[config.mk]
export PLATFORM = sky130hd
export DESIGN_NAME = key_status_writer
export DESIGN_NICKNAME = d
export VERILOG_FILES = /design/src/rtl/key_status_pkg.sv /design/src/rtl/key_status_shadow_ram.sv /design/src/rtl/key_status_writer.sv
export SDC_FILE = /design/constraint.sdc
export NUM_CORES = 1
export LEC_CHECK = 0
export CAP_MARGIN = 20
export CORE_MARGIN = 1
export CORE_UTILIZATION = 60
export CTS_BUF_LIST = sky130_fd_sc_hd__clkbuf_8
export DETAILED_ROUTE_END_ITERATION = 8
export GPL_TIMING_DRIVEN = 0
export PLACE_DENSITY_LB_ADDON = 0.3
export SYNTH_ARGS = -nofsm -noshare
export SYNTH_HDL_FRONTEND = slang
export SYNTH_SLANG_ARGS = --single-unit
[constraint.sdc]
create_clock -name clk -period 7.9 [get_ports clk]
set_input_delay 0.79 -clock clk [delete_from_list [all_inputs] [get_ports clk]]
set_output_delay 0.79 -clock clk [all_outputs]
set_load 0.005 [all_outputs]
[src/rtl/key_status_pkg.sv]
// Shared constants, FSM state type and bit-update helper for the key status writer.
// Latency: n/a (declarations only).
// Backpressure: n/a.
package key_status_pkg;

    localparam int NUM_TRACKS  = 48;
    localparam int DRUM_ADDR   = 48;
    localparam int NUM_ENTRIES = 49;
    localparam int ADDR_W      = 6;
    localparam int DATA_W      = 8;
    localparam int SEL_W       = 3;
    localparam int CNT_W       = 9;

    localparam logic [ADDR_W-1:0] DRUM_ADDR_V  = ADDR_W'(DRUM_ADDR);
    localparam logic [ADDR_W-1:0] TRACK_LIMIT  = ADDR_W'(NUM_TRACKS);
    localparam logic [ADDR_W-1:0] LAST_ADDR    = ADDR_W'(NUM_ENTRIES - 1);
    localparam logic [ADDR_W-1:0] ENTRY_LIMIT  = ADDR_W'(NUM_ENTRIES);
    localparam logic [CNT_W-1:0]  MAX_NOTES    = CNT_W'(NUM_ENTRIES * DATA_W);

    typedef enum logic [1:0] {
        ST_CLEAR = 2'd0,
        ST_IDLE  = 2'd1,
        ST_READ  = 2'd2,
        ST_WRITE = 2'd3
    } state_t;

    // Set or clear one bit of a status byte.
    function automatic logic [DATA_W-1:0] apply_bit(
        input logic [DATA_W-1:0] old_val,
        input logic [SEL_W-1:0]  sel,
        input logic              set_bit
    );
        logic [DATA_W-1:0] mask;
        mask = DATA_W'(1) << sel;
        return set_bit ? (old_val | mask) : (old_val & ~mask);
    endfunction

endpackage

[src/rtl/key_status_shadow_ram.sv]
// 49x8 shadow store: one synchronous read port, one write port.
// Latency: read data valid the cycle after the address is presented.
// Backpressure: none; read and write every cycle.
// Ports: clk; i_we/i_waddr/i_wdata write port; i_raddr read address; o_rdata registered read data.
module key_status_shadow_ram
    import key_status_pkg::*;
(
    input  logic              clk,
    input  logic              i_we,
    input  logic [ADDR_W-1:0] i_waddr,
    input  logic [DATA_W-1:0] i_wdata,
    input  logic [ADDR_W-1:0] i_raddr,
    output logic [DATA_W-1:0] o_rdata
);

    logic [DATA_W-1:0] r_mem [NUM_ENTRIES];
    logic [DATA_W-1:0] r_rdata;

    // Content needs no reset: every entry is zeroed by the post-reset sweep.
    always_ff @(posedge clk) begin
        if (i_we && (i_waddr < ENTRY_LIMIT)) begin
            r_mem[i_waddr] <= i_wdata;
        end
        // Addresses beyond the table (illegal melodic keys) read as zero.
        if (i_raddr < ENTRY_LIMIT) begin
            r_rdata <= r_mem[i_raddr];
        end else begin
            r_rdata <= '0;
        end
    end

    assign o_rdata = r_rdata;

endmodule

[src/rtl/key_status_writer.sv]
// Note-event to key-status writer: read-modify-write of a 49x8 shadow, mirrored to a downstream memory.
// Latency: event accepted in cycle N -> write pair presented in cycle N+2; sweep is 49 cycles.
// Backpressure: ev_ready only in IDLE with no clear pending; clear waits for an RMW to finish.
// Ports: clk, rst_n (sync, active-low); ev_* event handshake and fields; clear_req;
//        wr_addr/wr_data/wr_en downstream write; busy; err_range drop pulse; active_notes count.
module key_status_writer
    import key_status_pkg::*;
(
    input  logic              clk,
    input  logic              rst_n,
    input  logic              ev_valid,
    output logic              ev_ready,
    input  logic              ev_on,
    input  logic              ev_is_drum,
    input  logic [SEL_W-1:0]  ev_inst,
    input  logic [ADDR_W-1:0] ev_key,
    input  logic [SEL_W-1:0]  ev_drum_key,
    input  logic              clear_req,
    output logic [ADDR_W-1:0] wr_addr,
    output logic [DATA_W-1:0] wr_data,
    output logic              wr_en,
    output logic              busy,
    output logic              err_range,
    output logic [CNT_W-1:0]  active_notes
);

    state_t             r_state;
    state_t             w_state_nxt;
    logic [ADDR_W-1:0]  r_clr_addr;
    logic [ADDR_W-1:0]  r_tgt_addr;
    logic [SEL_W-1:0]   r_tgt_bit;
    logic               r_tgt_on;
    logic [ADDR_W-1:0]  r_wr_addr;
    logic [DATA_W-1:0]  r_wr_data;
    logic               r_err;
    logic [CNT_W-1:0]   r_active;

    logic               w_accept;
    logic               w_ev_legal;
    logic [ADDR_W-1:0]  w_tgt_addr;
    logic [SEL_W-1:0]   w_tgt_bit;
    logic [DATA_W-1:0]  w_ram_rdata;
    logic [DATA_W-1:0]  w_new_data;
    logic               w_old_bit;
    logic               w_ram_we;

    assign w_ev_legal = ev_is_drum || (ev_key < TRACK_LIMIT);
    assign w_tgt_addr = ev_is_drum ? DRUM_ADDR_V : ev_key;
    assign w_tgt_bit  = ev_is_drum ? ev_drum_key : ev_inst;

    assign ev_ready = rst_n && (r_state == ST_IDLE) && !clear_req;
    assign w_accept = ev_valid && ev_ready;

    // The read address follows the live event fields, so the entry is already
    // registered at the RAM output when the FSM reaches READ.
    key_status_shadow_ram u_shadow (
        .clk     (clk),
        .i_we    (w_ram_we),
        .i_waddr (wr_addr),
        .i_wdata (wr_data),
        .i_raddr (w_tgt_addr),
        .o_rdata (w_ram_rdata)
    );

    assign w_old_bit  = w_ram_rdata[r_tgt_bit];
    assign w_new_data = apply_bit(w_ram_rdata, r_tgt_bit, r_tgt_on);

    always_comb begin
        w_state_nxt = r_state;
        case (r_state)
            ST_CLEAR: if (r_clr_addr == LAST_ADDR) w_state_nxt = ST_IDLE;
            ST_IDLE: begin
                if (clear_req) begin
                    w_state_nxt = ST_CLEAR;
                end else if (w_accept && w_ev_legal) begin
                    w_state_nxt = ST_READ;
                end
            end
            ST_READ:  w_state_nxt = ST_WRITE;
            ST_WRITE: w_state_nxt = ST_IDLE;
            default:  w_state_nxt = ST_CLEAR;
        endcase
    end

    always_ff @(posedge clk) begin
        if (!rst_n) begin
            r_state    <= ST_CLEAR;
            r_clr_addr <= '0;
            r_tgt_addr <= '0;
            r_tgt_bit  <= '0;
            r_tgt_on   <= 1'b0;
            r_wr_addr  <= '0;
            r_wr_data  <= '0;
            r_err      <= 1'b0;
            r_active   <= '0;
        end else begin
            r_state <= w_state_nxt;
            r_err   <= w_accept && !w_ev_legal;
            case (r_state)
                ST_CLEAR: begin
                    // Keep the held pair in step so IDLE shows the last swept entry.
                    r_wr_addr  <= r_clr_addr;
                    r_wr_data  <= '0;
                    r_active   <= '0;
                    r_clr_addr <= (r_clr_addr == LAST_ADDR) ? '0 : r_clr_addr + 1'b1;
                end
                ST_IDLE: begin
                    // Zero the count on entry so it reads 0 from the first sweep cycle.
                    if (clear_req) begin
                        r_active <= '0;
                    end
                    if (w_accept && w_ev_legal) begin
                        r_tgt_addr <= w_tgt_addr;
                        r_tgt_bit  <= w_tgt_bit;
                        r_tgt_on   <= ev_on;
                    end
                end
                ST_READ: begin
                    r_wr_addr <= r_tgt_addr;
                    r_wr_data <= w_new_data;
                    // Only real bit transitions move the count; redundant events still write.
                    if (r_tgt_on && !w_old_bit && (r_active != MAX_NOTES)) begin
                        r_active <= r_active + 1'b1;
                    end else if (!r_tgt_on && w_old_bit && (r_active != '0)) begin
                        r_active <= r_active - 1'b1;
                    end
                end
                default: ;
            endcase
        end
    end

    // Gating with rst_n keeps wr_en low while held in reset even though the
    // state register already sits in CLEAR, so the sweep's first write lands
    // exactly on the first cycle out of reset.
    assign wr_en    = rst_n && ((r_state == ST_CLEAR) || (r_state == ST_WRITE));
    assign wr_addr  = (r_state == ST_CLEAR) ? r_clr_addr : r_wr_addr;
    assign wr_data  = (r_state == ST_CLEAR) ? '0 : r_wr_data;
    assign w_ram_we = wr_en;

    assign busy         = (r_state != ST_IDLE);
    assign err_range    = r_err;
    assign active_notes = r_active;

endmodule

# Yosys cells after proc, flatten, opt, wreduce, memory -nomap -nowiden
# Memories as Yosys holds them, arrays and structs flattened. A register that Yosys moved wholly into a read port is not among the register bits.
# Index checks and enable logic that the tools add are counted.
[totals] wordCells=76 n_memories=1 regBits=42 ramBits=392
[mem_list] name="u_shadow.r_mem" depth=49 word_bits=8 read_ports=1 rd_clocked_by_memory_dff=1 wr=1 line_no="key_status_shadow_ram.sv:16" source="logic [DATA_W-1:0] r_mem [NUM_ENTRIES];"
[op_classes] muxes=20 reduce_logical=25 eq_ne=10 addsub=3 n_bitwise=3 n_lt_le_gt_ge=4 n_shift=1
[op_table] cell="two-way mux 9 bit" n=3
[op_table] cell="case mux 9 bit (3 select lines)" n=1
[op_table] cell="< comparator 6 bit (second input constant)" n=3
[op_table] cell="two-way mux 6 bit" n=3
[op_table] cell="two-way mux 8 bit" n=2
[op_table] cell="case mux 8 bit (2 select lines)" n=1
[op_table] cell="case mux 6 bit (2 select lines)" n=1
[op_table] cell="logical AND 1 bit" n=11
[op_table] cell="adder 9 x 1 -> 9 bit (second input constant)" n=1
[op_table] cell="inequality test 9 bit (second input constant)" n=1
[op_table] cell="nonzero test 9 bit" n=1
[op_table] cell="subtractor 9 x 1 -> 9 bit (second input constant)" n=1
[op_table] cell="AND 8 bit" n=1
[op_table] cell="inverter 8 bit" n=1
[op_table] cell="bitwise OR 8 bit" n=1
[op_table] cell="case mux 2 bit (4 select lines)" n=1
[op_table] cell="left shift 1 x 3 -> 8 bit (first input constant)" n=1
[op_table] cell="adder 6 x 1 -> 6 bit (second input constant)" n=1
[op_table] cell="equality test 6 bit (second input constant)" n=1
[op_table] cell="two-way mux 2 bit" n=3
[op_table] cell="logical NOT 1 bit" n=5
[op_table] cell="equality test 2 bit (second input constant)" n=2
[op_table] cell="< comparator 3 x 4 -> 1 bit (second input constant)" n=1
[op_table] cell="inequality test 2 bit (second input constant)" n=2
[op_table] cell="other kinds (13)" n=17

# Logic depth before layout (Yosys ltp)
# Gate-level depths: netlist of the first run.
[logic_depth] word_depth=8 depth_mapped=12 ltp_nobuf=11

# By module
# A second synthesis of the first run with hierarchy kept.
[unflattened] hier_cells=1065 area_unflattened_um2=18218.7
[by_module_without_submodules] module="key_status_shadow_ram" n_inst=1 area_each_um2=15577.4 cells_each=753
[by_module_without_submodules] module="key_status_writer" n_inst=1 area_each_um2=2641.3 cells_each=312

# Worst setup path after synthesis of the first run
# Ideal clock, no wire load.
[synth_timing] kind="register -> output" start="register r_state[0]" end="output port wr_data[5]" arrival_time_ps=2496 required_ps=7110 setup_slack_ps=4614 path_buffers=2 stages_incl_launch_ff=6 cell_sequence="dfxtp_1 inv_1 ha_1 clkbuf_1 clkbuf_1 nor2b_1"
[synth_between] elab_chain_len=2
[synth_rtl] item="start, declared" line_no="key_status_writer.sv:27" source="state_t r_state;"
[synth_rtl] item="start signal, assigned" line_no="key_status_writer.sv:97" source="r_state <= w_state_nxt;"
[synth_rtl] item="logical NOT 2 bit" line_no="key_status_writer.sv:138" source="assign wr_data = (r_state == ST_CLEAR) ? '0 : r_wr_data;"
[synth_rtl] item="two-way mux 8 bit" line_no="key_status_writer.sv:138"
[synth_rtl] item="end, declared" line_no="key_status_writer.sv:20" source="output logic [DATA_W-1:0] wr_data,"
# Every way passes these cells.

# Final worst setup path of the first run
[layout_timing] start="register r_state[1]" end="output port wr_data[6]"
# The elaborated chain is that of the path after synthesis.

==> out/metrics.yaml, run 1 <==
routing:
  via_per_inst: 6.62
  num_vias: 11800
  wl_per_cell_um: 27.9
  drt-initial-drc-count: 1868
  dr.pass1.iters: 6
  drc_errors: 0
  wirelength_um: 49800
  postRouteAntennaNets: 0
power_and_ir_drop:
  leakage_nw: 6.76
  peakVddDrop_uv: 135
  power.density_nw_per_um2: 229
floorplan:
  die-area_um2: 30800
  dieWidth_um: 176
  coreArea_um2: 29600
  fp-row-count: 63
  ios: 45
  dieHeight_um: 176
  initial_core_util_pct: 61.0
clocking:
  post_cts_buffers: 0
  clockBufferDepth: 3
  h-tree-depth: 3
  ctsResizeCount: 0
  clkSlewWorstSetupHoldPaths_ns: 0.06
  cts_inserted_buffers: 71
  clock-root-buffer: "clkbuf_8"
  cts_sinks: 442
  hold_buffers: 0
  clkLatencyLatePin_ns: 0.61
  cts_tree: "done"
logic_synthesis:
  ys_seq_elements: 442
  synth_area_leaders: "edfxtp_1 65%, dfxtp_1 5.5%, mux2i_1 3.3%"
  ys_warn_count: 0
  synth_area_per_cell_um2: 14.8
  synth_fp_nets: 1251
  synth.cell_area_um2: 18100
  ys_seq_area_share_pct: 70.6
  syn_inst: 1219
  yosysMostFrequentCell: "edfxtp_1"
  synth_top_cell_by_area: "edfxtp_1"
  synth_common_cells: "392 x edfxtp_1, 124 x nor2_1, 79 x a21oi_1"
  synthArstFlopShare_pct: 0
  synth.top_cell.area_share_pct: 65.1
  synth_edf_count: 392
  ys.flop_type: "edfxtp_1"
  synthDistinctLibCells: 63
sta:
  tightest_slew_ns: 1.02
  setup_viol_count_final: 0
  fin_hold_ws_ns: 0.461
  fmax_mhz: 226
  tns_ns: 0
  slew_headroom_pct: 32.3
  hold_viol: 0
  timing.final.crit_share_pct: 56.0
  rsz0062_at_grt: "no"
  period_minus_slack_ns: 4.42
  final_max_slew_viol_count: 0
  finalClockSkew_ns: 0.0255
finish:
  fin_nets: 1375
  antennaDiodeCount: 0
  drive_gt1_share_pct: 14.4
  multiInputGateArea_um2: 5000
  syn2layout_area_growth_pct: 13.7
  fillers: 2008
  register_area_um2: 12800
critical_path:
  ff2ff_setup_slack_ns: 3.89
  worst_setup_path_start_kind: "flop"
  end_kind: "output port"
  path_max_fanout: 31
  required_ns: 7.11
  arrival_ns: 3.63
  criticalPathCategory: "flop to output port"
global_route:
  grt_pass1_vias: 11500
  grt_pass1_wl_um: 72700
  overflow: 0
  antenna_found_initial: 0
  grt_max_degree: 43
  grt.total_usage_pct: 32.9
status:
  status: "complete, no violations"
placement:
  gp_congestion: 0.995
  io_buffers: 43
  dp_hpwl_um: 32800
job:
  drv_cap: 0
hold_path:
  min_path_type: "flop to flop"
==> cells in the final DEF (no fill, tap or decap), drive strengths merged, types with 42 or more instances in the layout <==
master and count:
inv 42, nand2 69, clkbuf 103, mux2i 60
a21oi 79, a211oi 46, mux2 44, clkdlybuf4s50 43
edfxtp 392, nor2 124, buf 44, dfxtp 50
==> report_power, final <==
group / switching, mW / internal [mW]
logic: 0.209 / 0.0942
registers: 0.0112 / 2.53
clock network: 0.910 / 0.954
==> state kept, by name, indices dropped and copies added (netlist names) <==
| register | cells |
|---|---|
| active_notes | 9 |
| err_range | 1 |
| r_clr_addr | 6 |
| r_state | 2 |
| r_tgt_addr | 6 |
| r_tgt_bit | 3 |
| r_tgt_on | 1 |
| r_wr_addr | 6 |
| r_wr_data | 8 |
| u_shadow.o_rdata | 8 |
| u_shadow.r_mem | 392 |
==> cell families after synthesis <==
kind of cell / synth area share [%]
DFF: 70.6
and+or+nand+nor: 7.72
AOI/OAI and AO/OA: 9.25
muxes: 8.89
buffers and inverters: 2.06
adders and majority gates: 1.01
xor gates and xnor gates: 0.436
==> final cells by class <==
cell class,instances,area share [%]
inverter,18,0.329
clock inverter,55,1.58
buffer,67,1.48
tap,390,2.37
timing repair buffer,51,3.02
sequential,442,62.1
clock buffer,72,4.82
multi-input combinational,692,24.3
==> metrics by stage <==
step | cells | util (%) | area, µm² | worst slack [ns] | power [mW]
2_1_floorplan | 1219 | - | 18100 | 4.61 | 2.76
3_3_place_gp | 1652 | 64.1 | 19000 | 1.78 | 2.88
3_5_place_dp | 1660 | 64.9 | 19200 | 3.42 | 2.88
4_1_cts | 1787 | 69.4 | 20600 | 3.45 | 4.70
5_1_grt | 1787 | 69.4 | 20600 | 3.29 | 4.82
6_report | 1787 | 69.4 | 20600 | 3.48 | 4.71
==> worst max-delay path, stage by stage (launching register included) <==
cell	delay (ns)
dfxtp_1	0.31
inv_1	0.13
ha_1	0.29
clkbuf_1	0.79
clkbuf_1	0.54
nor2b_4	0.27
buf_12	0.25
clkdlybuf4s50_1	0.46
==> routing by layer <==
metal | part of all wire (%) | vias to the layer above | global-route usage [%]
met3 | 12 | 144 | 8.10
met4 | 3.9 | 0 | 13.2
met5 | 0 | - | 0
met1 | 38 | 5817 | 45.9
met2 | 46 | 851 | 50.1
li1 | - | 5022 | -
==> final timing paths <==
| path | from | end | depth (start not counted) |
|---|---|---|---|
| worst max-delay path | r_state[1] | wr_data[6] | 7 |
| worst min-delay path | r_tgt_addr[0] | r_wr_addr[0] | 2 |
| worst max register to register | r_state[1] | u_shadow.r_mem[40][2] | 8 |
| worst min register to register | r_tgt_addr[0] | r_wr_addr[0] | 2 |
No activity file was read; power rests on OpenSTA's default activity.
==> run 2: changes to the inputs <==
CORE_UTILIZATION = 58   (was 60)
clock period = 3.9 ns   (was 7.9 ns; I/O delays follow)
==> run 2 against run 1 <==
Compared with the run above:
- count of clock-buffer cells in the layout is 2 higher
- core utilization is 2.4 points lower
- largest cell class unchanged
- critical endpoint is now u_shadow.o_rdata[3]
- sequential share of layout area hardly changed
- flip-flop and latch count stayed put
==> out/metrics.yaml, run 2 (same netlist as run 1, synthesis figures left out) <==
status:
  status: "complete, no violations"
finish:
  syn2layout_area_growth_pct: 13.7
  final_common_cell: "edfxtp_1"
  design_area_um2: 20600
  antennaDiodeCount: 0
  regMostFlops: "u_shadow.r_mem"
  drive_gt1_share_pct: 14.8
  final_cell_mix: "392 x edfxtp_1, 124 x nor2_1, 79 x a21oi_1, 76 x clkbuf_8, 69 x nand2_1"
  fillers: 2133
  final_cells: 1788
  fin_nets: 1374
  largest_register_ffs: 392
global_route:
  grt_pass1_wl_um: 72300
  antenna_found_initial: 0
  grt.total_usage_pct: 32.1
  grt_max_degree: 43
  grt_pass1_vias: 11600
  overflow: 0
routing:
  via_per_inst: 6.62
  num_vias: 11800
  dr.pass1.iters: 7
  postRouteAntennaNets: 0
  drt-initial-drc-count: 1714
  wirelength_um: 49500
  drc_errors: 0
  wl_per_cell_um: 27.7
critical_path:
  end_kind: "flop"
  slowest_stage: "a2111oi_0"
  crit_buf_inv: 4
  criticalPathCategory: "primary input to flop"
  cp_top_family: "buffers and inverters"
  critPathMostFrequentCell: "buf_1"
  arrival_ns: 4.28
  worst_setup_path_start_kind: "primary input"
  worst_path_largest_cell_delay_ns: 0.88
  path_max_fanout: 10
  required_ns: 4.33
  worstPathCellList: "clkdlybuf4s50_1 -> buf_2 -> buf_1 -> buf_1 -> mux4_2 -> a2111oi_0 -> a211oi_1"
floorplan:
  dieWidth_um: 179
  coreArea_um2: 30700
  dieHeight_um: 179
  fp-row-count: 64
  initial_core_util_pct: 59.0
  ios: 45
  die-area_um2: 31900
clocking:
  clock-root-buffer: "clkbuf_8"
  cts_tree: "done"
  cts_inserted_buffers: 69
  clkSlewWorstSetupHoldPaths_ns: 0.07
  hold_buffers: 0
  cts_sinks: 442
  h-tree-depth: 3
  clockBufferDepth: 3
  clkLatencyLatePin_ns: 0.61
placement:
  dp_hpwl_um: 32600
  gp_congestion: 0.995
  placed_area_um2: 19200
  dp_cells: 1666
  io_buffers: 43
job:
  drv_cap: 0
sta:
  slew_headroom_pct: 23.3
  setup_viol_count_final: 0
  tightest_slew_ns: 1.12
  period_minus_slack_ns: 3.85
  finalClockSkew_ns: 0.0244
  rsz0062_at_grt: "no"
  hold_viol: 0
  timing.final.crit_share_pct: 98.6
  final_max_slew_viol_count: 0
  fmax_mhz: 260
power_and_ir_drop:
  power.density_nw_per_um2: 462
  peakVddDrop_uv: 300
  leakage_nw: 6.76
hold_path:
  min_path_type: "primary input to flop"
-- run 2: routing by layer --
metal	track usage, %	wire, µm	part of all wire, %	vias to the layer above
li1	-	-	-	4996
met1	42.8	18600	38	5797
met2	48.8	22400	45	889
met3	8.42	6030	12	156
met4	16.4	2540	5.1	0
met5	0	0	0	-
-- run 2: through the flow --
step / total power, mW / utilization [%] / setup TNS [ns] / worst slack, ns / hold WS [ns]
5_1_grt: 9.75 / 67.0 / 0 / 0.112 / 0.313
3_5_place_dp: 5.84 / 62.7 / -0.255 / -0.218 / 0.452
4_1_cts: 9.49 / 67.0 / 0 / 0.0994 / 0.306
2_1_floorplan: 5.59 / - / 0 / 0.815 / 0.432
3_3_place_gp: 5.82 / 62.0 / -384.04 / -1.82 / 0.448
6_report: 9.50 / 67.0 / 0 / 0.0536 / 0.334
-- run 2: cell type report --
type                       instances  area (µm²)  share of cell area (%)
clock buffer                      74        1020                    4.96
inverter                          18        67.6                   0.329
timing repair buffer              52         613                    2.98
clock inverter                    47         284                    1.38
multi-input combinational        692        5000                    24.3
tap                              396         495                    2.41
sequential                       442       12800                    62.1
buffer                            67         307                    1.49
-- run 2: what timing repair did --
item,4_1_cts,5_1_grt
setup buffers,0,1
setup endpoints to repair,1,1
resized for setup,1,0
-- run 2: power breakdown --
part	switching, mW	internal (mW)
clock network	1.78	1.95
registers	0.0216	5.13
logic	0.422	0.191
total	2.23	7.28
-- run 2: path summary, 6_finish.rpt --
path	end	cells past startpoint	slack (ns)	startpoint
max	u_shadow.o_rdata[3]	7	0.05	ev_key[1]
min	r_tgt_on	3	0.33	ev_on
max reg2reg	u_shadow.r_mem[16][6]	8	0.23	r_state[1]
min reg2reg	r_wr_addr[0]	2	0.45	r_tgt_addr[0]
-- run 2: worst register-to-register path, stage by stage, from the launching register on --
cell,delay [ns]
dfxtp_1,0.32
inv_1,0.12
ha_1,0.33
clkbuf_2,0.46
mux2i_1,0.45
inv_1,0.24
nor2_1,0.18
nand2_1,0.43
nor2_1,0.77
==> patch 1, RTL diff (config.mk and constraints of run 2) <==
Register the inputs `ev_key` and `ev_drum_key` before use, without a reset. The logic sees them one clock later. The other inputs are not delayed to match.
--- a/src/rtl/key_status_writer.sv
+++ b/src/rtl/key_status_writer.sv
@@ -26,2 +26,10 @@
 
+    logic [ADDR_W-1:0] ev_key_q;
+    logic [SEL_W-1:0] ev_drum_key_q;
+
+    always_ff @(posedge clk) begin
+        ev_key_q      <= ev_key;
+        ev_drum_key_q <= ev_drum_key;
+    end
+
     state_t             r_state;
@@ -46,5 +54,5 @@
 
-    assign w_ev_legal = ev_is_drum || (ev_key < TRACK_LIMIT);
-    assign w_tgt_addr = ev_is_drum ? DRUM_ADDR_V : ev_key;
-    assign w_tgt_bit  = ev_is_drum ? ev_drum_key : ev_inst;
+    assign w_ev_legal = ev_is_drum || (ev_key_q < TRACK_LIMIT);
+    assign w_tgt_addr = ev_is_drum ? DRUM_ADDR_V : ev_key_q;
+    assign w_tgt_bit  = ev_is_drum ? ev_drum_key_q : ev_inst;
 
Formal check against the unedited RTL: no difference found for any inputs over 4 cycles, from zero or initial values and one cycle with rst_n low; that may be too few to reach the edited logic, so the function may still have changed.
==> patch 1 against run 2 <==
  * Worst setup slack improved by 0.047 ns
  * Sequential cell count rose by 9
  * Register-to-register slack got worse by 0.13 ns
  * Wire length rose by 4.7%
  * Fmax rose by 1.2%
  * Synthesized area rose by 2.6%
  * Final area rose by 2.1%
  * Total power fell by 0.14%
  * Critical endpoint is now u_shadow.r_mem[25][3]$_DFFE_PP_
==> patch 1: results (changes against run 2) <==
power:
  p_leak_nw: 6.96  # +3.0%
  worst_ir_drop_vdd_mv: 0.314  # +4.7%
layout:
  layout-drive-gt1-share: 0.149  # +0.00118
  clk_share: 0.0587  # -0.00467
  nets: 1433  # +4.3%
  n_fill_cell: 2211  # +3.7%
  buf_share: 0.0502  # +0.00542
  regArea_um2: 13000  # +1.4%
  signal_buffers: 130  # +9.2%
  multi_input_area_share: 0.246  # +0.00323
  num-multi-input-gates: 728  # +5.2%
  num_antenna_cells: 1  # +1
  clock_buffers: 77  # +4.1%
setup_path:
  crit_arrival_ns: 4.03  # -0.25 ns
  rr_worst_depth: 9  # +1
  cpPeakStageDelay_ns: 0.79  # -0.09 ns
  cp_top_family: "simple AND/OR/NAND/NOR gates"
  rrSetupSlack_ns: 0.10  # -0.13 ns
  slowest_stage: "nor2_1"
drt:
  vias: 12200  # +2.8%
  drt-total-wl_um: 51900  # +4.7%
  drt_iter0_drc: 1672  # -2.5%
  dr.pass1.iters: 5  # -2
global_route:
  grt.total_usage: 0.321  # about the same
  grt_max_degree: 37  # -14%
  grt_pass1_wl_um: 75300  # +4.2%
min_path:
  min_to: "ev_key_q[1]$_DFF_P_"
  min-delay-start: "ev_key[1]"
clock_network:
  numCtsBuffers: 72  # +4.3%
  cts.sinks: 451  # +2.0%
sta:
  worst_hold_slack_ns: 0.225  # -0.109 ns
  fin_worst_skew_ns: 0.0254  # +0.000961 ns
  tightest_slew_ns: 0.921  # -0.200 ns
logic_synthesis:
  synth_xor_area_frac: 0.00425  # -0.000110
  yosysTopAreaCellShare: 0.635  # -0.0164
  synth_cell_types: 75  # +19%
  ys_seq_area_frac: 0.698  # -0.00806
  synth_mux_area_frac: 0.0760  # -0.0129
  synth_common_cells: "edfxtp_1 (392), nor2_1 (124), mux2i_1 (73), a21oi_1 (70), nand2_1 (65)"
  syn_nets: 1307  # +4.5%
  synth_compound_area_frac: 0.103  # +0.0101
place:
  gp_congestion: 0.986  # -0.91%
  place_hpwl_um: 34600  # +6.4%
run_status:
  outcome: "completed"
[patch 1: cell count changes after synthesis, sizes merged, moves of 9 or more]
cell | before | now
dfxtp | 50 | 59
mux2i | 60 | 73
mux4 | 22 | 11
buf | 36 | 55
a221oi | 11 | 22
a211oi | 46 | 59
[patch 1: per-layer routing]
layer,GRT usage,wire length [um],vias up,share of wire
li1,-,-,5216,-
met1,0.444,20100,5938,0.39
met2,0.482,23400,863,0.45
met3,0.0770,5950,153,0.11
met4,0.156,2420,2,0.047
met5,0,14,-,0.00027
[patch 1: how the worst max path moves through the flow]
stage	endpoint	from	slack (ns)
floorplan	u_shadow.r_mem[0][3]$_DFFE_PP_	r_state[0]$_SDFFE_PN0P_	0.90
finish	u_shadow.r_mem[25][3]$_DFFE_PP_	r_state[1]$_SDFFE_PN0P_	0.10
global placement	wr_data[7]	r_state[0]$_SDFFE_PN0P_	-1.72
detailed placement	u_shadow.r_mem[25][7]$_DFFE_PP_	r_state[1]$_SDFFE_PN0P_	-0.06
CTS	wr_data[3]	r_state[0]$_SDFFE_PN0P_	0.12
global route	u_shadow.r_mem[17][2]$_DFFE_PP_	r_state[1]$_SDFFE_PN0P_	-0.05
[patch 1: metrics by stage]
step                std cells  TNS, ns  instance area [um^2]   util  setup slack (ns)
floorplan                1275        0                 18500      -             0.899
global placement         1720  -408.64                 19500  0.619             -1.72
detailed placement       1728    -1.95                 19700  0.627           -0.0615
CTS                      1849        0                 21000  0.666             0.119
global route             1851    -1.51                 21000  0.666           -0.0499
finish                   1851        0                 21000  0.666             0.100
[patch 1: where the power goes]
part	switching (W)	internal [W]
Combinational	0.000446	0.000201
Sequential	0.0000249	0.00523
Clock	0.00179	0.00180
==> patch 2, RTL diff (settings of run 2) <==
Made on the original files. `SEL_W`: 3 -> 2.
--- a/src/rtl/key_status_pkg.sv
+++ b/src/rtl/key_status_pkg.sv
@@ -10,3 +10,3 @@
     localparam int DATA_W      = 8;
-    localparam int SEL_W       = 3;
+    localparam int SEL_W       = 2;
     localparam int CNT_W       = 9;
Interface: changed (resized ev_drum_key and ev_inst); port bits go from 45 to 43. The function was not compared with the original's and may differ.
==> patch 2 against run 2 <==
  * Sequential share of layout area increased by 0.94 points
  * Critical path depth did not move
  * Highest routed layer is now met5
  * Sequential cell count down 1
  * Sequential power shrank 0.8%
  * Total power is 3.4% lower
  * Via count grew 0.80%
  * Synthesized area fell by 1.5%
  * Worst setup slack improved by 0.11 ns
  * Synthesized cell count fell by 1.7%
  * Final area shrank 1.6%
  * First-iteration DRC count increased by 5.8%
  * Global-route usage rose by 0.85 points
  * Largest power group unchanged
  * Wire length grew 3.7%
==> patch 2: results (changes against run 2) <==
run_status:
  outcome: "completed"
layout:
  n_fill_cell: 2053  # -3.8%
  layout-drive-gt1-share: 0.123  # -0.0253
  final_cells: 1768  # -1.1%
drt:
  drt-total-wl_um: 51300  # +3.7%
  vias: 11900  # +0.80%
  drt_iter0_drc: 1814  # +5.8%
  m1WireLength_um: 18900  # +1.7%
  highest_layer: "met5"
  dr_wl_met3_um: 6930  # +15%
  dr_wl_met2_um: 22800  # +1.7%
  dr.pass1.iters: 6  # -1
logic_synthesis:
  ys_seq_area_frac: 0.716  # +0.00975
  synthAdderAreaFrac: 0.0103  # +0.000155
  synth_xor_area_frac: 0.00344  # -0.000917
  synth_compound_area_frac: 0.111  # +0.0184
  synth_cells: 1198  # -1.7%
  synth_cell_types: 62  # -1.6%
  synth_common_cells: "edfxtp_1 (392), nor2_1 (116), mux2i_1 (92), a21oi_1 (83), dfxtp_1 (49)"
  yosys-top-cells-area: "edfxtp_1 (66%), dfxtp_1 (5.5%), mux2i_1 (5.2%)"
  synth_mux_area_frac: 0.0764  # -0.0125
place:
  preCtsSetupSlack_ns: 0.195  # +0.414 ns
  gp_congestion: 1.03  # +4.0%
  place_inst: 1635  # -1.9%
  numPortBuffers: 39  # -9.3%
  place_hpwl_um: 33300  # +2.4%
  placed_cell_area_um2: 18900  # -1.7%
power:
  p_per_area_nw_per_um2: 454  # -1.8%
  seqPwrFrac: 0.557  # +0.015
  p_leak_nw: 6.78  # +0.36%
  power.switching_w: 0.00215  # -3.6%
  worst_ir_drop_vdd_mv: 0.354  # +18%
  power_frac_comb: 0.051  # -0.014
global_route:
  grt_pass1_vias: 11400  # -1.6%
  grt.total_usage: 0.330  # +0.00853
  use_met1: 0.445  # +0.0169
  grt_max_degree: 41  # -4.7%
  grt_pass1_wl_um: 73100  # +1.1%
  grt_antenna_before_repair: 1  # +1
  met3_usage: 0.0947  # +0.0105
setup_path:
  cpPeakStageDelay_ns: 0.55  # -0.33 ns
  cp_max_fo: 29  # +19
  r2r_end: "u_shadow.r_mem[8][0]$_DFFE_PP_"
  r2r_start: "r_state[0]$_SDFFE_PN0P_"
  rr_worst_depth: 6  # -2
  startpoint: "r_state[0]$_SDFFE_PN0P_"
sta:
  fmax_ghz: 0.267  # +2.9%
  worst_hold_slack_ns: 0.236  # -0.0975 ns
  fin_worst_skew_ns: 0.0210  # -0.00345 ns
  tightest_slew_ns: 0.956  # -0.165 ns
min_path:
  min_to: "active_notes[6]$_SDFFE_PN0P_"
  min-delay-start: "rst_n"
## patch 2: logic make-up after synthesis
group                      after synthesis
adders and majority gates               14
buffers and inverters                   92
and+or+nand+nor                        237
DFF                                    441
AOI/OAI and AO/OA                      289
xor gates and xnor gates                 7
muxes                                  118
## patch 2: final cells by class
| class | count | area [um^2] | area share |
|---|---|---|---|
| Sequential cell | 441 | 12800 | 0.631 |
| Multi-Input combinational cell | 668 | 4740 | 0.235 |
| Clock buffer | 76 | 1050 | 0.0517 |
| Clock inverter | 54 | 221 | 0.0110 |
| Inverter | 23 | 86.3 | 0.00427 |
| Buffer | 69 | 314 | 0.0155 |
| Timing Repair Buffer | 47 | 566 | 0.0280 |
| Tap cell | 390 | 488 | 0.0241 |
## patch 2: critical path: cells and delay by family (launching register included)
family / cells / cell delay (ns)
adders and majority gates: 1 / 0.26
buffers and inverters: 5 / 1.54
and+or+nand+nor: 1 / 0.55
DFF: 1 / 0.39
